[config.mk]
export PLATFORM = sky130hd
export DESIGN_NAME = pc_sequencer
export DESIGN_NICKNAME = d
export VERILOG_FILES = /design/src/rtl/pc_seq_pkg.sv /design/src/rtl/jump_lut.sv /design/src/rtl/pc_sequencer.sv
export SDC_FILE = /design/constraint.sdc
export NUM_CORES = 1
export LEC_CHECK = 0
export ABC_AREA = 0
export BUFFER_PORTS_ARGS = -buffer_cell sky130_fd_sc_hd__buf_2
export CAP_MARGIN = 30
export CORE_AREA = 5 5 146 78
export CTS_CLUSTER_DIAMETER = 80
export DETAILED_ROUTE_END_ITERATION = 16
export DIE_AREA = 0 0 151 83
export PLACE_DENSITY_LB_ADDON = 0.05
export SLEW_MARGIN = 20
export SYNTH_ARGS = -nofsm -noshare
export SYNTH_HDL_FRONTEND = slang
export SYNTH_SLANG_ARGS = --single-unit
[constraint.sdc]
create_clock -name Clk -period 4.5 [get_ports Clk]
set_clock_uncertainty 0.05 [all_clocks]
set_input_delay 0.225 -clock Clk [delete_from_list [all_inputs] [get_ports Clk]]
set_output_delay 0.225 -clock Clk [all_outputs]
set_load 0.1 [all_outputs]
[src/rtl/pc_seq_pkg.sv]
// Shared definitions for the program-counter sequencer: run-state encoding,
// default parameter values and the decode priority order.
package pc_seq_pkg;

    typedef enum logic [1:0] {
        StIdle    = 2'd0,
        StRun     = 2'd1,
        StHalted  = 2'd2,
        StFaulted = 2'd3
    } state_e;

    localparam int unsigned DefPcW        = 10;
    localparam int unsigned DefLutDepth   = 8;
    localparam int unsigned DefStackDepth = 4;
    localparam int unsigned DefStartPc    = 0;

    // Decode priority while running and not stalled; lower number wins.
    // Start sits above all of these, Stall above everything except Start.
    localparam int unsigned PrioHalt = 1;
    localparam int unsigned PrioRet  = 2;
    localparam int unsigned PrioCall = 3;
    localparam int unsigned PrioJump = 4;
    localparam int unsigned PrioIncr = 5;

endpackage

[src/rtl/jump_lut.sv]
// Jump target table: one synchronous write port, one combinational read port,
// asynchronously cleared. A same-cycle write and read of one entry returns the
// old value.
module jump_lut
    import pc_seq_pkg::*;
#(
    parameter int unsigned Depth = DefLutDepth,
    parameter int unsigned Width = DefPcW,
    localparam int unsigned AddrW = $clog2(Depth)
) (
    input  logic             clk_i,
    input  logic             rst_i,
    input  logic             wen_i,
    input  logic [AddrW-1:0] waddr_i,
    input  logic [Width-1:0] wdat_i,
    input  logic [AddrW-1:0] raddr_i,
    output logic [Width-1:0] rdat_o
);

    logic [Width-1:0] mem_q [Depth];

    // Table storage: cleared on reset, written on the rising edge.
    always_ff @(posedge clk_i or posedge rst_i) begin
        if (rst_i) begin
            for (int i = 0; i < int'(Depth); i++) begin
                mem_q[i] <= '0;
            end
        end else if (wen_i) begin
            mem_q[waddr_i] <= wdat_i;
        end
    end

    assign rdat_o = mem_q[raddr_i];

endmodule

[src/rtl/pc_sequencer.sv]
// Instruction fetch address generator: increment, LUT-based conditional jump,
// call/return through a hardware return stack, stall hold and a start/halt
// run-state machine driving Done/Fault.
module pc_sequencer
    import pc_seq_pkg::*;
#(
    parameter int unsigned PC_W        = DefPcW,
    parameter int unsigned LUT_DEPTH   = DefLutDepth,
    parameter int unsigned STACK_DEPTH = DefStackDepth,
    parameter int unsigned START_PC    = DefStartPc
) (
    input  logic                         Clk,
    input  logic                         Reset,
    input  logic                         Start,
    input  logic                         Stall,
    input  logic                         Halt,
    input  logic                         Jen,
    input  logic                         Jcond,
    input  logic                         Call,
    input  logic                         Ret,
    input  logic [$clog2(LUT_DEPTH)-1:0] Jptr,
    input  logic                         LutWen,
    input  logic [$clog2(LUT_DEPTH)-1:0] LutWaddr,
    input  logic [PC_W-1:0]              LutWdat,
    output logic [PC_W-1:0]              PC,
    output logic                         Done,
    output logic                         Fault
);

    localparam int unsigned SpW     = $clog2(STACK_DEPTH + 1);
    localparam int unsigned StkIdxW = (STACK_DEPTH > 1) ? $clog2(STACK_DEPTH) : 1;

    localparam logic [PC_W-1:0] StartPc = PC_W'(START_PC);
    localparam logic [SpW-1:0]  SpFull  = SpW'(STACK_DEPTH);

    state_e              state_q, state_d;
    logic [PC_W-1:0]     pc_q, pc_d;
    logic [SpW-1:0]      sp_q, sp_d;
    logic                done_q, done_d;
    logic                fault_q, fault_d;
    logic                push;
    logic [StkIdxW-1:0]  push_idx, pop_idx;
    logic [PC_W-1:0]     lut_rdat;
    logic [PC_W-1:0]     stack_q [STACK_DEPTH];

    jump_lut #(
        .Depth (LUT_DEPTH),
        .Width (PC_W)
    ) u_jump_lut (
        .clk_i   (Clk),
        .rst_i   (Reset),
        .wen_i   (LutWen),
        .waddr_i (LutWaddr),
        .wdat_i  (LutWdat),
        .raddr_i (Jptr),
        .rdat_o  (lut_rdat)
    );

    // sp points at the next free slot; the top of stack is sp-1.
    assign push_idx = StkIdxW'(sp_q);
    assign pop_idx  = StkIdxW'(sp_q - SpW'(1));

    // State register: run state, PC, stack pointer and the registered flags.
    always_ff @(posedge Clk or posedge Reset) begin
        if (Reset) begin
            state_q <= StIdle;
            pc_q    <= StartPc;
            sp_q    <= '0;
            done_q  <= 1'b0;
            fault_q <= 1'b0;
        end else begin
            state_q <= state_d;
            pc_q    <= pc_d;
            sp_q    <= sp_d;
            done_q  <= done_d;
            fault_q <= fault_d;
        end
    end

    // Return stack storage; contents are don't-care after reset.
    always_ff @(posedge Clk) begin
        if (push) begin
            stack_q[push_idx] <= pc_q;
        end
    end

    // Next state: Start overrides everything, then Stall, then the decode priority.
    always_comb begin
        state_d = state_q;
        pc_d    = pc_q;
        sp_d    = sp_q;
        push    = 1'b0;
        if (Start) begin
            state_d = StRun;
            pc_d    = StartPc;
            sp_d    = '0;
        end else begin
            unique case (state_q)
                StRun: begin
                    if (!Stall) begin
                        if (Halt) begin
                            state_d = StHalted;
                        end else if (Ret) begin
                            if (sp_q == '0) begin
                                state_d = StFaulted;
                            end else begin
                                pc_d = stack_q[pop_idx] + PC_W'(1);
                                sp_d = sp_q - SpW'(1);
                            end
                        end else if (Call) begin
                            if (sp_q == SpFull) begin
                                state_d = StFaulted;
                            end else begin
                                push = 1'b1;
                                sp_d = sp_q + SpW'(1);
                                pc_d = lut_rdat;
                            end
                        end else if (Jen && Jcond) begin
                            pc_d = lut_rdat;
                        end else begin
                            pc_d = pc_q + PC_W'(1);
                        end
                    end
                end
                StIdle, StHalted, StFaulted: begin
                    // PC held until the next Start.
                end
                default: begin
                    state_d = StIdle;
                end
            endcase
        end
    end

    // Outputs: flags are derived from the next state so they register with it.
    always_comb begin
        done_d  = (state_d == StHalted) || (state_d == StFaulted);
        fault_d = (state_d == StFaulted);
    end

    assign PC    = pc_q;
    assign Done  = done_q;
    assign Fault = fault_q;

endmodule
==> results.txt, run 1 <==
The flow ran to the end, and the final reports show no timing, DRC or antenna violations. Subtracting the final worst setup slack from the clock period gives 3.19 ns. In the routed layout, each cell is associated on average with a via count of 6.30. In the final timing run, aggregate negative setup slack is 0 ns. Counting every sink on the clock net gives 137. The synthesized net count is 446.

For this run, the detailed router's first-pass iteration total came to 5. For this run, the leading register cell type out of synthesis is sky130_fd_sc_hd__dfrtp_1. Routed signal wires occupy layers up through met4. After synthesis, the largest family of logic cells by area is multiplexers.

The final number of setup-violating endpoints is 0. Setup repair after global routing left no endpoint under its margin. The violation count after the first detailed-route iteration came out at 397. The tree is rooted in a sky130_fd_sc_hd__clkbuf_16. The share of the clock period used by the worst path came out at 0.709. The biggest area contributor in the post-synthesis netlist is sky130_fd_sc_hd__dfrtp_1.

Compared with the post-synthesis result, the final layout area differs by 15.2%. Synthesis inferred 137 register bits. By area the synthesized netlist is led by sky130_fd_sc_hd__dfrtp_1 38%, sky130_fd_sc_hd__edfxtp_1 19%, sky130_fd_sc_hd__mux2_2 14%.

Counting flops with an async set or reset pin after synthesis yields a share of 0.708. The critical-path maximum fanout is 13. The maximum achievable frequency came out at 0.313 GHz.

The total overflow left after global routing is 0. The count of vias placed by the detailed router is 3836. In the global route stage, overall resource usage came out at 0.232. Of the total power, the share spent switching nets is 0.245. The number of different library cells used by synthesis comes to 53. The clock network power share came out at 0.422.

The sequential cell area fraction in the yosys report is 0.571. The maximum number of pins on one net before global-route repair came out at 57. The proportion of layout cells with a drive suffix above 1 is 0.409.

Of the total synthesized cell area, the portion taken by AND, OR, NAND and NOR gates is 0.0671. In this run the power spent charging and discharging nets is 863 uW. Of the total synthesized cell area, the portion taken by full adders, half adders and majority gates is 0.0138. The combinational fraction of design power came out at 0.138.

The leakage power figure came out at 0.00301 uW. The initial antenna violation count came out at 0. The estimated wirelength of the detail-placed design came out at 9.17 mm.

Row generation in the floorplan step produced 26 rows. The final count of hold timing violations is 0. The count of inserted antenna diode cells is 0.

The share of synthesized area in the top cell type comes to 0.382. The via count of the first global-routing pass is 3818. For the pin with the worst max-slew slack, the measured transition is 1.01 ns. The proportion of synthesized area in mux cells is 0.268.

For this configuration, the core starts out at a cell density of 0.638. Clock latency on the worst-skew pair, taken at its later pin, is 0.42 ns. After layout, the design draws a total of 3530 uW. The sequential cell area in the final layout is 3630 sq um. In this run, CTS created clock tree buffers numbering 17. The worst pin sits at a relative slew slack of 0.323.

The placeable core region is 9950 sq um. During placement, the flow inserted port buffers numbering 37. The final routed wirelength across all metal layers came out at 13.5 mm. STA classifies the critical path startpoint as a flop. Across the run, the number of max-cap violations was 0.

The synthesized area per cell came out at 15.4 sq um. The share of total power dissipated in sequential elements is 0.439. Clock-pin slew was measured on the worst setup and hold paths at 0.06 ns. Once the clock tree was built, the resizer swapped 0 gates to a different size.

The post-synthesis instance area is 6350 sq um. The clock tree from TritonCTS is done. The detailed-routing wirelength on met1 is 6.71 mm.

The worst setup path category is flop to flop. The detail-routed net length per standard cell came out at 22.1 um. Data arrives at the worst endpoint at 3.44 ns. Cell internal power was estimated by the tool at 2660 uW. In this run the worst hold path is classified as primary input to flop. The I/O pin count came out at 38. The final count of pins violating max slew came to 0. The sum of met3 wire segment lengths after detailed routing is 876 um. The total number of yosys warnings is 0.

The worst-case IR drop observed on VDD is 0.296 mV. The parity-gate share of the synthesized area counting xor and xnor cells came out at 0.0193. The number of enable flip-flop cells after synthesis is 40. The number of buffers on the longest clock path is 2. The detail route stage leaves a number of antenna-violating nets equal to 0.

For this design the ratio of total power to cell area is 482 nW/um^2. The number of H-tree branching levels came out at 4. In this run the vertical extent of the chip is 83 um. The post-route DRC violation count is 0.

For the worst setup path, the data required time is 4.75 ns. The share of the synthesized area in compound gates (AO/OA/AOI/OAI) came to 0.0410. The overall die area came out at 12500 sq um.

Counting the fill cells in the layout gives 635. Routability-driven placement finished with a final weighted congestion of 0.796. The horizontal die dimension came out at 151 um. The worst setup path is captured at a flop. Counting every instance in the synthesized netlist gives 413. The total length of routed met2 wires came out at 5.74 mm. The wire length of the first global-routing pass is 21.7 mm. The multi-input combinational cells in the finished layout cover a total of 2600 sq um. The post-layout net count came out at 489.
-- power by group through the flow --
stage                     logic (uW)  registers (uW)  clock network, uW
after floorplan                  347            1580                  0
after global placement           469            1560                  0
after detailed placement         487            1570                  0
after CTS                        489            1550               1510
after global routing             529            1570               1570
final                            488            1550               1490
-- worst paths after layout --
| kind | start | cells after the start | end | slack (ns) |
|---|---|---|---|---|
| max in group asynchronous | Reset | 4 | u_jump_lut.mem_q[50] | 2.97 |
| hold / removal | Start | 2 | sp_q[0] | 0.06 |
| setup / recovery | sp_q[0] | 8 | PC[4] | 1.31 |
| hold reg to reg | u_jump_lut.mem_q[15] | 1 | u_jump_lut.mem_q[15] | 0.45 |
| setup reg to reg | sp_q[0] | 8 | PC[4] | 1.31 |
| min in group asynchronous | Reset | 3 | u_jump_lut.mem_q[55] | 0.42 |
-- synthesized netlist by cell type, drive strengths merged, types with 5 or more instances --
cell type and instances:
buf 10, clkbuf 10, dfrtp 97, edfxtp 40, ha 7, inv 5, mux2 80, mux2i 11
mux4 30, nand2 19, nand3 6, nor2 12, nor3 5, o211ai 7, o21ai 8, xnor2 8
xor2 6
-- cells in the final DEF (no fill, tap or decap), drive strengths merged, types with 8 or more instances in the layout --
cell type / Yosys / routed
edfxtp: 40 / 40
xnor2: 8 / 8
dfrtp: 97 / 97
nor2: 12 / 12
o21ai: 8 / 8
mux2: 80 / 80
buf: 10 / 42
clkbuf: 10 / 21
nand2: 19 / 19
mux2i: 11 / 11
mux4: 30 / 30
-- registers in the layout, summed over array words and instances (netlist names) --
signal	cells
sp_q	3
PC	10
stack_q	40
state_q	2
Done	1
Fault	1
u_jump_lut.mem_q	80
-- critical path: stages, from the launching register on --
cell	delay (ns)
sky130_fd_sc_hd__dfrtp_1	0.79
sky130_fd_sc_hd__inv_1	0.24
sky130_fd_sc_hd__ha_1	0.69
sky130_fd_sc_hd__mux4_2	0.45
sky130_fd_sc_hd__ha_1	0.24
sky130_fd_sc_hd__nand3_1	0.15
sky130_fd_sc_hd__xor2_1	0.18
sky130_fd_sc_hd__nor2_1	0.05
sky130_fd_sc_hd__a211o_1	0.22
-- logic make-up (layout without fill, tap and decap cells) --
group           after synthesis  count (layout)
compound gates               37              37
xor+xnor                     14              14
fa+ha+maj                     7               7
buf+inv                      25              81
flops                       137             137
mux                         121             121
simple gates                 72              72
-- metrics by stage --
step	worst slack [ns]	instance area (sq um)	util	instances	hold slack, ns
final	1.31	7320	0.735	609	0.0619
after global routing	1.05	7320	0.735	609	0.0640
after CTS	1.29	7310	0.734	607	0.0520
after detailed placement	1.32	6650	0.668	574	0.332
after global placement	1.45	6640	0.667	573	0.323
after floorplan	1.69	6350	-	413	0.326
-- repair_timing --
item,in CTS,in global routing
hold buffers,1,0
hold endpoints to repair,55,0
buffers inserted,0,0
-- per-layer routing --
| metal | up-vias | GRT usage |
|---|---|---|
| met3 | 15 | 0.0686 |
| met2 | 135 | 0.302 |
| li1 | 1682 | - |
| met5 | - | 0 |
| met4 | 0 | 0.0699 |
| met1 | 2004 | 0.374 |
-- cell type report --
class	instances	area share
timing repair buffer	44	0.0333
clock inverter	12	0.0217
multi-input combinational	251	0.356
tap	140	0.0239
inverter	5	0.00291
sequential	137	0.496
clock buffer	20	0.0668
No activity file was read; power rests on OpenSTA's default activity.
==> run 2: changes to the inputs <==
- CORE_AREA: 5 5 146 78 -> 5 5 151 81
- DIE_AREA: 0 0 151 83 -> 0 0 156 86
- clock period: 4.5 -> 3.3 ns (I/O delays scaled with it)
==> run 2 against run 1 <==
  * Critical path depth unchanged
  * Design area down 0.62%
  * Flip-flop and latch count did not move
  * Global-route usage is 1.4 points lower
  * Combinational power up 38%
  * Critical endpoint is now PC[8]
  * Via count shrank 0.57%
  * Largest power group unchanged
  * First-iteration DRC count down 47%
  * Hold slack worse by 0.028 ns
  * Non-clock buffer count is 3 higher
  * Largest cell class unchanged
  * Die area up 7.0%
  * Register-to-register slack worse by 0.62 ns
==> results.txt, run 2 (same netlist as run 1, synthesis figures left out) <==
The setup slack of the most critical reg-to-reg path came out at 0.69 ns. TritonCTS built the clock tree. The share of the clock period used by the worst path is 0.792. The wire length of the first global-routing pass came out at 22.2 mm. The run finished with clean final reports. The final routed wirelength across all metal layers came out at 13.4 mm. The slew at the pin with the worst max-slew slack came out at 0.954 ns. The number of gates resized after CTS was 0. The post-layout net count came out at 492. The count of non-filler cells in the finished layout is 617. In this run the power density over the cells is 631 nW/um^2. The number of routed nets with antenna violations came out at 0.

The flip-flop count of the largest register after layout came out at 80. The footprint of the multi-input gates is 2610 sq um. The maximum number of pins on one net before global-route repair came out at 55. At the worst endpoint, the required time is 3.58 ns. The worst setup path is launched from a flop.

Setup repair after global routing left no endpoint under its margin. The number of buffer cells added on primary ports came out at 37. Once placement completed, the tool counted placed cells totaling 581.

The TritonCTS buffer count is 17. The chip height is 86 um. For this run, design rule violations remaining after detail routing come to 0. The overall die area came out at 13400 sq um. The worst-case IR drop observed on VDD is 0.374 mV. The hold buffer count at CTS is 2. The register with the most flip-flops in the final layout is u_jump_lut.mem_q. For this configuration, the core starts out at a cell density of 0.593. Setup violations remaining at the end of the flow were counted as 0. For this run, the total global-route usage over all layers was measured as 0.219. The top cell types in the final layout, fill and taps aside, are 97 x sky130_fd_sc_hd__dfrtp_1, 80 x sky130_fd_sc_hd__mux2_2, 40 x sky130_fd_sc_hd__edfxtp_1.

The I/O pin count came out at 38. The horizontal die dimension is 156 um. The max-capacitance violation count came out at 0. The critical-path maximum fanout is 11. The estimated wirelength of the detail-placed design is 9.14 mm. Leaving out fill and tap cells, the most frequent cell in the layout is sky130_fd_sc_hd__dfrtp_1. The mean number of vias per cell is 6.18. The initial antenna violation count came out at 0. The worst max-slew margin expressed relative to the limit is 0.361. At the worst endpoint, the arrival time is 2.89 ns. The cell at the root of the clock tree is sky130_fd_sc_hd__clkbuf_16. The post-CTS setup repair buffer count came out at 0. The final-layout fill cell count came out at 735.

The count of vias placed by the detailed router came out at 3814. The pre-antenna-repair detailed-routing pass consisted of 5 iterations. The detail-routed net length per standard cell came out at 21.8 um. The clock latency of the later-clocked register in the worst-skew pair is 0.42 ns. The maximum achievable frequency is 0.383 GHz. The count of inserted antenna diode cells came out at 0. The final count of pins violating max slew is 0. In the final layout, the share of cells above drive strength 1 is 0.413. For this design the static power due to leakage is 0.00298 uW.

The number of buffers on the longest clock path is 2. The floorplan has 27 rows. The core region is 10700 sq um. The final count of hold timing violations is 0. The number of H-tree branching levels is 4.

The summed negative setup slack over all endpoints came out at 0 ns. The area growth from synthesis to layout is 14.5%. The kind of end point of the critical path is a flop. The post-layout worst setup margin is 0.688 ns.

The setup slack at placement is 0.770 ns. The CTS sink count came out at 137. The sequential cell area in the final layout is 3630 sq um.

The violation count after the first detailed-route iteration came out at 212. The register clock-pin slew on the reported worst setup and hold paths is 0.06 ns. The residual overflow from global routing is 0. The path type of the worst min-delay path is primary input to flop. The weighted congestion at the end of routability-driven global placement came out at 0.838. The critical path is of the flop to flop type. The final period demand of the worst path is 2.61 ns.

The via count of the first global-routing pass came out at 3938.
==> run 2: changes by cell type in the layout (fill, tap and decap cells not counted) <==
| cell | delta |
|---|---|
| sky130_fd_sc_hd__buf_6 | -1 |
| sky130_fd_sc_hd__clkinvlp_4 | +2 |
| sky130_fd_sc_hd__clkbuf_16 | -1 |
| sky130_fd_sc_hd__clkinv_2 | -2 |
| sky130_fd_sc_hd__inv_4 | +1 |
| sky130_fd_sc_hd__inv_6 | +4 |
| sky130_fd_sc_hd__dlygate4sd3_1 | +1 |
| sky130_fd_sc_hd__nor3b_1 | -1 |
| sky130_fd_sc_hd__clkinv_4 | -1 |
| sky130_fd_sc_hd__bufinv_16 | -3 |
| sky130_fd_sc_hd__buf_4 | +4 |
| sky130_fd_sc_hd__clkbuf_4 | -1 |
| sky130_fd_sc_hd__nor3b_2 | +1 |
==> run 2: through the flow <==
step | area, sq um | total power, uW | util | hold slack, ns
floorplan | 6350 | 2620 | - | 0.266
global placement | 6670 | 2770 | 0.623 | 0.256
detailed placement | 6670 | 2800 | 0.623 | 0.260
CTS | 7260 | 4610 | 0.678 | 0.0257
global route | 7280 | 4790 | 0.679 | 0.0428
finish | 7280 | 4590 | 0.679 | 0.0340
==> run 2: where the power goes <==
| part | internal, uW | leakage, uW | switching [uW] |
|---|---|---|---|
| registers | 1980 | 0.00156 | 132 |
| logic | 351 | 0.00114 | 322 |
| clock network | 1040 | 0.000277 | 767 |
==> run 2: layout make-up <==
| class | instances | area share |
|---|---|---|
| Clock buffer | 19 | 0.0638 |
| Clock inverter | 13 | 0.0146 |
| Inverter | 5 | 0.00292 |
| Multi-Input combinational cell | 251 | 0.359 |
| Sequential cell | 137 | 0.499 |
| Tap cell | 145 | 0.0249 |
| Timing Repair Buffer | 47 | 0.0365 |
==> run 2: worst paths after layout <==
kind,startpoint,endpoint,depth (start not counted)
max,sp_q[1],PC[8],8
min,LutWdat[6],u_jump_lut.mem_q[36],2
max reg2reg,sp_q[1],PC[8],8
min reg2reg,u_jump_lut.mem_q[36],u_jump_lut.mem_q[36],1
max in group asynchronous,Reset,u_jump_lut.mem_q[22],4
min in group asynchronous,Reset,u_jump_lut.mem_q[48],3
==> run 2: worst max-delay path, cell delays in order, from the launching register on <==
cell and delay, ns:
sky130_fd_sc_hd__dfrtp_1 0.37, sky130_fd_sc_hd__inv_1 0.10, sky130_fd_sc_hd__ha_1 0.65, sky130_fd_sc_hd__mux4_2 0.45, sky130_fd_sc_hd__ha_1 0.26, sky130_fd_sc_hd__nand3_1 0.15, sky130_fd_sc_hd__nand2b_2 0.15, sky130_fd_sc_hd__xnor2_1 0.13
sky130_fd_sc_hd__a2bb2oi_1 0.22
==> run 2: layer usage <==
metal,global-route usage,vias up,part of all wire
li1,-,1691,-
met1,0.347,2013,0.52
met2,0.296,99,0.42
met3,0.0701,11,0.056
met4,0.0405,0,0.0081
met5,0,-,0
==> run 3: changes to the inputs <==
- clock period: 3.3 -> 2.7 ns (I/O delays scaled with it)
==> run 3 against run 2 <==
  * Die area is the same
  * Sequential share of layout area fell by 0.56 points
  * Clock-buffer cell count grew 1
  * Non-clock buffer count up 7
  * Design area rose by 1.1%
  * Largest cell class unchanged
==> results.txt, run 3 (same netlist as run 1, synthesis figures left out) <==
The run finished with clean final reports. The die covers 13400 sq um. Power spread over the standard cell area amounts to 764 nW/um^2. The worst max-slew margin expressed relative to the limit came out at 0.460. The HPWL after detailed placement is 9.72 mm. The path class of the tightest hold or removal check is primary input to flop. The post-route DRC violation count is 0. The number of H-tree branching levels is 4. u_jump_lut.mem_q holds more flip-flops than any other register.

The longest clock path from root to sink contains 2 buffers. The maximum achievable frequency came out at 0.439 GHz. The placeable core region came out at 10700 sq um.

The share of the clock period used by the worst path came out at 0.844. The slew at the pin with the worst max-slew slack came out at 0.810 ns. The final count of hold timing violations is 0.

The row count is 27. The commonest non-fill, non-tap cell in the layout is sky130_fd_sc_hd__dfrtp_1. Buffers placed on the I/O ports in this run total 37. The final design instance area without fill came out at 7360 sq um.

Entering global routing, the biggest net connects 85 pins. The final number of setup-violating endpoints came out at 0. The number of cells on the worst reg-to-reg path is 8. The total length of routed met2 wires is 6.31 mm. The first global-routing pass estimated 23.3 mm of wire. The chip height came out at 86 um. The critical path data required time came out at 2.93 ns. After clock tree synthesis, the setup repair step added 0 buffers. The maximum resistive drop on vdd came out at 0.487 mV.

The number of routed nets with antenna violations came out at 0. Clock tree synthesis selected as its root buffer the cell sky130_fd_sc_hd__clkbuf_16. The critical path in this run is classified as flop to flop. The count of inserted antenna diode cells is 0.

The final period demand of the worst path is 2.28 ns. The area growth from synthesis to layout is 15.8%. On the final layout, the worst hold slack is 0.0240 ns. The violation count after the first detailed-route iteration is 380. The leakage power figure came out at 0.00302 uW. Max-cap violations in this run came to 0. The TritonCTS buffer count is 17. The critical-path maximum fanout came out at 8.

The top cell types in the final layout, fill and taps aside, are 97 x sky130_fd_sc_hd__dfrtp_1, 80 x sky130_fd_sc_hd__mux2_2, 40 x sky130_fd_sc_hd__edfxtp_1. After detailed routing, the average wire length per cell comes to 22.9 um. The kind of start point of the critical path is a flop. The uppermost layer routed is met4. The clock latency of the later-clocked register in the worst-skew pair came out at 0.42 ns. The horizontal die dimension came out at 156 um.

STA classifies the critical path endpoint as a flop. The flip-flop count of the largest register after layout is 80. The detailed-routing wirelength on met1 came out at 6.71 mm. For the worst setup path, the data arrival time is 2.51 ns.

The clock tree from TritonCTS is done. The initial antenna violation count is 0. For this configuration, the core starts out at a cell density of 0.593. During I/O placement, the number of pins put on the boundary was 38. The worst hold path was traced through 2 stages.

The congestion estimate from routability-driven global placement came to 0.869. The placed instance area came out at 6740 sq um. Dividing the detail-routed via count by the number of cells gives 6.26. Of the cells placed in the final design, the portion with a size suffix greater than 1 is 0.415. The final routed wirelength across all metal layers is 14.3 mm. Setup total negative slack on the finished layout was measured at 0 ns. Setup repair after global routing left no endpoint under its margin. The count of vias placed by the detailed router came out at 3904. The sum of met3 wire segment lengths after detailed routing came out at 1.18 mm. The combined global-route utilization of all metal layers is 0.233. The register clock-pin slew on the reported worst setup and hold paths came out at 0.06 ns.

The post-layout net count came out at 499. The final count of pins violating max slew came to 0. The CTS sink count is 137. The via count of the first global-routing pass is 4102. The final-layout fill cell count is 729. The residual overflow from global routing came out at 0. Before antenna repair, the detailed router went through 5 iterations.
## run 3: cell types whose count changed in the layout (fill, tap and decap cells not counted), moves of 2 or more
cell	previous run	this run
sky130_fd_sc_hd__buf_12	0	2
sky130_fd_sc_hd__buf_4	8	10
sky130_fd_sc_hd__clkinvlp_4	2	4
sky130_fd_sc_hd__inv_6	5	2
sky130_fd_sc_hd__dlygate4sd3_1	2	5
sky130_fd_sc_hd__clkinv_2	0	2
## run 3: metrics by stage
step | std cells | total power [uW] | setup WS [ns] | utilization
2_1_floorplan | 413 | 3210 | 0.306 | -
3_3_place_gp | 587 | 3400 | 0.527 | 0.630
3_5_place_dp | 587 | 3450 | 0.442 | 0.630
4_1_cts | 624 | 5650 | 0.412 | 0.687
5_1_grt | 624 | 5860 | 0.264 | 0.687
6_report | 624 | 5620 | 0.422 | 0.687
## run 3: per-layer routing
layer,vias up,GRT usage
li1,1696,-
met1,2038,0.343
met2,157,0.337
met3,13,0.0731
met4,0,0.0604
met5,-,0
## run 3: repair_timing
action,4_1_cts,5_1_grt
hold buffers,5,0
gates resized for setup,0,0
endpoints found under the hold margin,35,0
## run 3: cell type report
| class | instances | area, sq um | share of cell area |
|---|---|---|---|
| Clock inverter | 12 | 88.8 | 0.0121 |
| Sequential cell | 137 | 3630 | 0.493 |
| Timing Repair Buffer | 54 | 350 | 0.0476 |
| Inverter | 5 | 22.5 | 0.00306 |
| Multi-Input combinational cell | 251 | 2610 | 0.355 |
| Clock buffer | 20 | 478 | 0.0650 |
| Tap cell | 145 | 181 | 0.0247 |
## run 3: power breakdown
group          internal [uW]  switching (uW)  leakage (uW)
registers               2420             159       0.00156
clock network           1280             920      0.000275
logic                    439             402       0.00118
total                   4140            1480       0.00302
## run 3: worst max-delay path, cell delays in order, from the launching register on
cell and delay [ns]:
sky130_fd_sc_hd__dfrtp_1 0.37, sky130_fd_sc_hd__inv_1 0.10, sky130_fd_sc_hd__ha_1 0.40, sky130_fd_sc_hd__buf_4 0.22, sky130_fd_sc_hd__mux4_2 0.36, sky130_fd_sc_hd__and4_4 0.25
sky130_fd_sc_hd__nand2_1 0.08, sky130_fd_sc_hd__xor2_1 0.20, sky130_fd_sc_hd__o211ai_1 0.12
## run 3: path summary, 6_finish.rpt
kind,slack (ns),to,startpoint
max,0.42,PC[5],sp_q[1]
max reg2reg,0.42,PC[5],sp_q[1]
min reg2reg,0.45,u_jump_lut.mem_q[28],u_jump_lut.mem_q[28]
max in group asynchronous,1.66,sp_q[1],Reset
min,0.02,u_jump_lut.mem_q[9],LutWdat[9]
min in group asynchronous,0.19,u_jump_lut.mem_q[78],Reset
